[src/rtl/i2s_dac_tx_if.sv]
// Stereo sample handshake between an audio source and the WM8731 I2S transmitter.
// The source drives valid and both channels; the transmitter answers with ready.
interface i2s_dac_tx_if #(
   parameter int DATA_W = 24
) ();
   logic              in_valid;
   logic              in_ready;
   logic [DATA_W-1:0] in_left;
   logic [DATA_W-1:0] in_right;

   modport master (output in_valid, output in_left, output in_right, input in_ready);
   modport slave  (input in_valid, input in_left, input in_right, output in_ready);
endinterface

[src/rtl/i2s_dac_tx.sv]
// I2S transmitter for the WM8731 DAC (codec as slave): generates XCK, BCLK, DACLRCK and
// DACDAT from clk and streams stereo samples taken through a one-entry holding register.
module i2s_dac_tx #(
   parameter int DATA_W   = 24,
   parameter int XCK_DIV  = 4,
   parameter int BCLK_DIV = 16,
   parameter int SLOT_W   = 32
) (
   input  logic        clk,
   input  logic        rst_n,
   input  logic        cfg_done,
   i2s_dac_tx_if.slave smp,
   output logic        aud_xck,
   output logic        aud_bclk,
   output logic        aud_daclrck,
   output logic        aud_dacdat,
   output logic        frame_start,
   output logic        underrun
);
   localparam int XCK_W = $clog2(XCK_DIV);
   localparam int DIV_W = $clog2(BCLK_DIV);
   localparam int BIT_W = $clog2(2 * SLOT_W);
   localparam int EXT_W = 2 ** BIT_W;

   localparam logic [XCK_W-1:0] XCK_LAST = XCK_W'(XCK_DIV - 1);
   localparam logic [XCK_W-1:0] XCK_HALF = XCK_W'(XCK_DIV / 2);
   localparam logic [DIV_W-1:0] DIV_LAST = DIV_W'(BCLK_DIV - 1);
   localparam logic [DIV_W-1:0] DIV_HALF = DIV_W'(BCLK_DIV / 2);
   localparam logic [BIT_W-1:0] BIT_LAST = BIT_W'(2 * SLOT_W - 1);
   localparam logic [BIT_W-1:0] SLOT     = BIT_W'(SLOT_W);
   localparam logic [BIT_W-1:0] DATA_TOP = BIT_W'(DATA_W);

   typedef enum logic {IDLE, RUN} state_e;

   state_e            state_q, state_d;
   logic [XCK_W-1:0]  xck_cnt_q, xck_cnt_d;
   logic [DIV_W-1:0]  div_cnt_q, div_cnt_d;
   logic [BIT_W-1:0]  bit_cnt_q, bit_cnt_d;
   logic              hold_full_q, hold_full_d;
   logic [DATA_W-1:0] hold_l_q, hold_l_d, hold_r_q, hold_r_d;
   logic [DATA_W-1:0] act_l_q, act_l_d, act_r_q, act_r_d;
   logic              xck_q, xck_d, bclk_q, bclk_d, lrck_q, lrck_d, dacdat_q, dacdat_d;
   logic              frame_start_q, frame_start_d, in_ready_q, in_ready_d;

   logic              run_d;
   logic              in_fire;
   logic [BIT_W-1:0]  slot;
   logic [BIT_W-1:0]  sel_idx;
   logic [EXT_W-1:0]  ch_ext;

   always_comb begin
      // NOTE: every value written here gets a default first, so no path can infer a latch.
      state_d     = state_q;
      xck_cnt_d   = xck_cnt_q;
      div_cnt_d   = div_cnt_q;
      bit_cnt_d   = bit_cnt_q;
      hold_full_d = hold_full_q;
      hold_l_d    = hold_l_q;
      hold_r_d    = hold_r_q;
      act_l_d     = act_l_q;
      act_r_d     = act_r_q;
      dacdat_d    = dacdat_q;
      in_fire     = smp.in_valid && in_ready_q;

      case (state_q)
         IDLE: begin
            xck_cnt_d   = '0;
            div_cnt_d   = '0;
            bit_cnt_d   = '0;
            hold_full_d = 1'b0;
            if (cfg_done) state_d = RUN;
         end
         RUN: begin
            if (!cfg_done) begin
               state_d     = IDLE;
               xck_cnt_d   = '0;
               div_cnt_d   = '0;
               bit_cnt_d   = '0;
               hold_full_d = 1'b0;
            end else begin
               xck_cnt_d = (xck_cnt_q == XCK_LAST) ? '0 : xck_cnt_q + 1'b1;
               if (div_cnt_q == DIV_LAST) begin
                  div_cnt_d = '0;
                  bit_cnt_d = (bit_cnt_q == BIT_LAST) ? '0 : bit_cnt_q + 1'b1;
               end else begin
                  div_cnt_d = div_cnt_q + 1'b1;
               end
               // frame_start_q marks the cycle where both counters sit at zero: load a frame.
               if (frame_start_q) begin
                  if (hold_full_q) begin
                     act_l_d     = hold_l_q;
                     act_r_d     = hold_r_q;
                     hold_full_d = 1'b0;
                  end else if (in_fire) begin
                     act_l_d = smp.in_left;
                     act_r_d = smp.in_right;
                  end else begin
                     act_l_d = '0;
                     act_r_d = '0;
                  end
               end else if (in_fire) begin
                  hold_l_d    = smp.in_left;
                  hold_r_d    = smp.in_right;
                  hold_full_d = 1'b1;
               end
            end
         end
         default: state_d = IDLE;
      endcase

      // Outputs are decoded from next-state values so the registers line up with the counters.
      run_d         = (state_d == RUN);
      xck_d         = run_d && (xck_cnt_d >= XCK_HALF);
      bclk_d        = run_d && (div_cnt_d >= DIV_HALF);
      lrck_d        = run_d && (bit_cnt_d >= SLOT);
      frame_start_d = run_d && (bit_cnt_d == '0) && (div_cnt_d == '0);
      in_ready_d    = run_d && !hold_full_d;

      slot    = lrck_d ? bit_cnt_d - SLOT : bit_cnt_d;
      ch_ext  = lrck_d ? EXT_W'(act_r_d) : EXT_W'(act_l_d);
      sel_idx = DATA_TOP - slot;
      if (!run_d) begin
         dacdat_d = 1'b0;
      end else if (div_cnt_d == '0) begin
         dacdat_d = (slot != '0) && (slot <= DATA_TOP) && ch_ext[sel_idx];
      end
   end

   always_ff @(posedge clk) begin
      // NOTE: state registers use non-blocking assignments so every flop samples pre-edge values.
      if (!rst_n) begin
         state_q       <= IDLE;
         xck_cnt_q     <= '0;
         div_cnt_q     <= '0;
         bit_cnt_q     <= '0;
         hold_full_q   <= 1'b0;
         hold_l_q      <= '0;
         hold_r_q      <= '0;
         act_l_q       <= '0;
         act_r_q       <= '0;
         xck_q         <= 1'b0;
         bclk_q        <= 1'b0;
         lrck_q        <= 1'b0;
         dacdat_q      <= 1'b0;
         frame_start_q <= 1'b0;
         in_ready_q    <= 1'b0;
      end else begin
         state_q       <= state_d;
         xck_cnt_q     <= xck_cnt_d;
         div_cnt_q     <= div_cnt_d;
         bit_cnt_q     <= bit_cnt_d;
         hold_full_q   <= hold_full_d;
         hold_l_q      <= hold_l_d;
         hold_r_q      <= hold_r_d;
         act_l_q       <= act_l_d;
         act_r_q       <= act_r_d;
         xck_q         <= xck_d;
         bclk_q        <= bclk_d;
         lrck_q        <= lrck_d;
         dacdat_q      <= dacdat_d;
         frame_start_q <= frame_start_d;
         in_ready_q    <= in_ready_d;
      end
   end

   assign aud_xck      = xck_q;
   assign aud_bclk     = bclk_q;
   assign aud_daclrck  = lrck_q;
   assign aud_dacdat   = dacdat_q;
   assign frame_start  = frame_start_q;
   assign smp.in_ready = in_ready_q;
   // Underrun depends on this cycle's handshake, since a bypassed sample still counts.
   assign underrun     = frame_start_q && !hold_full_q && !in_fire;
endmodule

[src/flat_wrapper.sv]
// flat-port wrapper written by rule: the top's interface ports become plain ports
module i2s_dac_tx_flat 
#(
   parameter int DATA_W   = 24,
   parameter int XCK_DIV  = 4,
   parameter int BCLK_DIV = 16,
   parameter int SLOT_W   = 32
)
  (clk, rst_n, cfg_done, aud_xck, aud_bclk, aud_daclrck, aud_dacdat, frame_start, underrun, smp_in_valid, smp_in_left, smp_in_right, smp_in_ready);
  i2s_dac_tx_if #(.DATA_W(DATA_W)) smp_i ();
  input  logic clk;
  input  logic rst_n;
  input  logic cfg_done;
  output logic aud_xck;
  output logic aud_bclk;
  output logic aud_daclrck;
  output logic aud_dacdat;
  output logic frame_start;
  output logic underrun;
  input wire logic [$bits(smp_i.in_valid)-1:0] smp_in_valid;
  input wire logic [$bits(smp_i.in_left)-1:0] smp_in_left;
  input wire logic [$bits(smp_i.in_right)-1:0] smp_in_right;
  output wire logic [$bits(smp_i.in_ready)-1:0] smp_in_ready;
  assign smp_i.in_valid = smp_in_valid;
  assign smp_i.in_left = smp_in_left;
  assign smp_i.in_right = smp_in_right;
  assign smp_in_ready = smp_i.in_ready;
  i2s_dac_tx #(.DATA_W(DATA_W), .XCK_DIV(XCK_DIV), .BCLK_DIV(BCLK_DIV), .SLOT_W(SLOT_W)) u_core (.clk(clk), .rst_n(rst_n), .cfg_done(cfg_done), .smp(smp_i), .aud_xck(aud_xck), .aud_bclk(aud_bclk), .aud_daclrck(aud_daclrck), .aud_dacdat(aud_dacdat), .frame_start(frame_start), .underrun(underrun));
endmodule
[config.mk]
export PLATFORM = sky130hd
export DESIGN_NAME = i2s_dac_tx_flat
export DESIGN_NICKNAME = d
export VERILOG_FILES = /design/src/rtl/i2s_dac_tx_if.sv /design/src/rtl/i2s_dac_tx.sv /design/src/flat_wrapper.sv
export SDC_FILE = /design/constraint.sdc
export NUM_CORES = 1
export LEC_CHECK = 0
export ABC_AREA = 1
export BUFFER_PORTS_ARGS = -buffer_cell sky130_fd_sc_hd__buf_2
export CAP_MARGIN = 0
export CORE_MARGIN = 1.5
export CORE_UTILIZATION = 64
export DETAILED_ROUTE_END_ITERATION = 8
export GPL_ROUTABILITY_DRIVEN = 1
export PLACE_DENSITY = 0.94
export SYNTH_ARGS = -nofsm -noshare
export SYNTH_HDL_FRONTEND = slang
export SYNTH_SLANG_ARGS = --single-unit
[constraint.sdc]
create_clock -name clk -period 7.2 [get_ports clk]
set_clock_uncertainty 0.15 [all_clocks]
set_input_delay 0.36 -clock clk [delete_from_list [all_inputs] [get_ports clk]]
set_output_delay 0.36 -clock clk [all_outputs]
set_load 0.05 [all_outputs]
==> reports/metrics.cfg <==
[clock_tree]
holdBufCountCts=39
numCtsBuffers=17
cts.path.max_buffers=2
post_cts_buffers=0
cts_resized=0
cts_max_level=4
path_clk_slew_ps=60
insertion_delay_ps=520
cts_root_buf=clkbuf_8
cts.sinks=116
cts_tree=yes

[setup_path]
path_delay_family=simple AND/OR/NAND/NOR gates
cp_slowest_cell=inv_2
slowest_delay_ps=810
cp-start-kind=flip-flop
rr_endpoint=u_core.aud_dacdat
r2r_setup_slack_ps=3810
ff2ff_path_depth=14
critPathCaptureType=flip-flop
crit_buf_inv=2
crit_fanout=55
cpMostUsedCell=nand3_1
timing.rr.start=u_core.state_q
worstPathCellList=nand2_1 > inv_2 > nand2_2 > inv_2 > or2_2 > a21boi_0 > nand2_1 > nand3_1 > nand3_1 > nand3_1 > nand3_1 > nand3_1 > nand2_1 > a21oi_2
critPathKind=reg -> reg
cp.arrival_ps=3690
worstPathRequired_ps=7510

[global_route]
first_global_vias=5917
antenna_found_initial=0
grt_max_degree=61
grt_overflow_total=0
grt_first_pass_wirelength_mm=27.5
grt.total_usage_pct=36.0

[cells_and_area]
layout-drive-gt1-share_pct=13.6
finalNetCount=972
fillers=509
antennaDiodeCount=0
area_delta_synth_final_pct=21.6

[timing]
fin_ws_ps=3810
setup_violations=0
rsz0062_at_grt=false
setup_tns_ps=0
finalHoldViolCount=0
slew_viol_final=0
fin_crit_sh_pct=47.0
min_period_ps=3390
worstMarginPinSlew_ps=800
fmax_mhz=295
slew_headroom_pct=46.6

[detailed_routing]
drt_iter0_drc=799
routed_wl_mm=16.6
wl_per_cell_um=16.0
via_per_inst=5.82
dr.pass1.iters=6
ant_nets=0
drc=0
vias=6037

[floorplanning]
io_pins=59
die_area_sq_um=9540
start_util_pct=65.8
die_h_um=97.7
die_w_um=97.7
core_sq_um=8720
rows=34

[yosys]
synth_top_area_share_pct=40.5
ys_types=38
yosysSeqAreaShare_pct=40.5
synth.area.top_cells=dfxtp_1, nor2_1, nand2_1
syn_inst=840
synthFlopType=dfxtp_1
synth_most_common_cell=nor2_1
async_reset_ff_share_pct=0
syn-cell-area_sq_um=5740
synth.avg_cell_area_sq_um=6.83
synth_area_leader_cell=dfxtp_1
ys_top_cells_by_count=nor2_1, nand2_1, dfxtp_1, inv_1, nand3_1
syn_nets=896
synth_edf_count=0
ys_ff_latch=116
synth_warnings=0

[run_status]
status=complete, no violations

[placement]
pre_cts_ws_ps=3960
io_buffers=58
gp_congestion=0.947
hpwl_mm=8.80

[worst_hold_path]
hold_path_class=in -> reg
holdPathEnd=u_core.hold_l_q[18]
hold_depth=3
hold_path_startpoint=smp_in_left[18]

[power_and_ir_drop]
p_per_area_nw_per_um2=234
p_leak_nw=3.02
power.total_mw=1.63
max-vdd-ir-drop_v=0.000179

[flow_run]
cap_violations=0

-- logic make-up (layout without fill, tap and decap cells) --
family / count (synthesis) / count (layout) / share of synthesized area (%)
fa+ha+maj: 4 / 4 / 0.873
flops: 116 / 116 / 40.5
xor+xnor: 3 / 3 / 0.458
compound gates: 143 / 143 / 16.3
buf+inv: 163 / 252 / 11.7
simple gates: 411 / 411 / 30.2
-- metal layers --
metal | routed length [um] | GRT usage [%]
met1 | 6220 | 40.0
met2 | 8120 | 62.4
met3 | 1310 | 8.78
met4 | 915 | 20.5
met5 | 0 | 0
-- worst max-delay path by stage --
stage	cells past startpoint	start	endpoint
floorplan	14	u_core.div_cnt_q[0]	u_core.aud_dacdat
global route	14	u_core.state_q	u_core.aud_dacdat
finish	14	u_core.state_q	u_core.aud_dacdat
CTS	14	u_core.state_q	u_core.aud_dacdat
global placement	15	cfg_done	u_core.aud_dacdat
detailed placement	15	cfg_done	u_core.aud_dacdat
-- report_power, final --
group | switching [mW] | leakage (nW) | internal [mW]
Combinational | 0.0634 | 1.79 | 0.0461
Clock | 0.312 | 0.289 | 0.554
Sequential | 0.00443 | 0.937 | 0.652
-- cell type report --
type / count / area (sq um) / area share, %
sequential: 116 / 2320 / 33.3
multi-input combinational: 561 / 2740 / 39.3
clock buffer: 20 / 455 / 6.53
clock inverter: 12 / 153 / 2.19
timing repair buffer: 103 / 726 / 10.4
inverter: 117 / 442 / 6.33
tap: 108 / 135 / 1.94
-- layout by cell type (no fill, tap or decap), types with 4 or more instances in the layout --
master / Yosys / final
nor2_1: 182 / 181
nand2_1: 139 / 139
dfxtp_1: 116 / 116
inv_1: 112 / 112
nand3_1: 61 / 61
buf_2: 13 / 58
a21boi_0: 56 / 56
o21ai_0: 50 / 50
dlygate4sd3_1: 0 / 39
a22oi_1: 16 / 16
clkbuf_16: 0 / 16
or2_2: 12 / 12
a21oi_1: 8 / 8
buf_4: 4 / 6
a21boi_1: 5 / 5
o21a_1: 4 / 4
ha_1: 4 / 4
clkbuf_8: 0 / 4
clkinvlp_4: 0 / 4
-- worst reg2reg max path: stages, from the launching register on --
cell	delay [ps]
dfxtp_1	310
nand2_1	100
inv_2	140
nand2_2	450
inv_2	820
or2_2	240
a21boi_0	330
nand2_1	120
nand3_1	100
nand3_1	80
nand3_1	100
nand3_1	80
nand3_1	110
nand2_1	80
a21oi_2	110
-- through the flow --
stage / hold WS [ps] / instance area (sq um) / cells / utilization (%)
6_report: 3.38 / 6980 / 1037 / 80.0
5_1_grt: 15.5 / 6980 / 1037 / 80.0
4_1_cts: 0.862 / 6980 / 1037 / 80.0
3_5_place_dp: 302 / 5980 / 966 / 68.6
3_3_place_gp: 264 / 5980 / 966 / 68.6
2_1_floorplan: 254 / 5740 / 840 / -
-- registers in the layout (all words and copies together) (netlist names) --
register and flops:
u_core.act_l_q 24, u_core.act_r_q 24, u_core.hold_l_q 24, u_core.hold_r_q 24
u_core.bit_cnt_q 6, u_core.div_cnt_q 4, u_core.xck_cnt_q 2, u_core.aud_bclk 1
u_core.aud_dacdat 1, u_core.aud_daclrck 1, u_core.aud_xck 1, u_core.frame_start 1
u_core.hold_full_q 1, u_core.smp.in_ready 1, u_core.state_q 1
No activity file was read; power rests on OpenSTA's default activity.
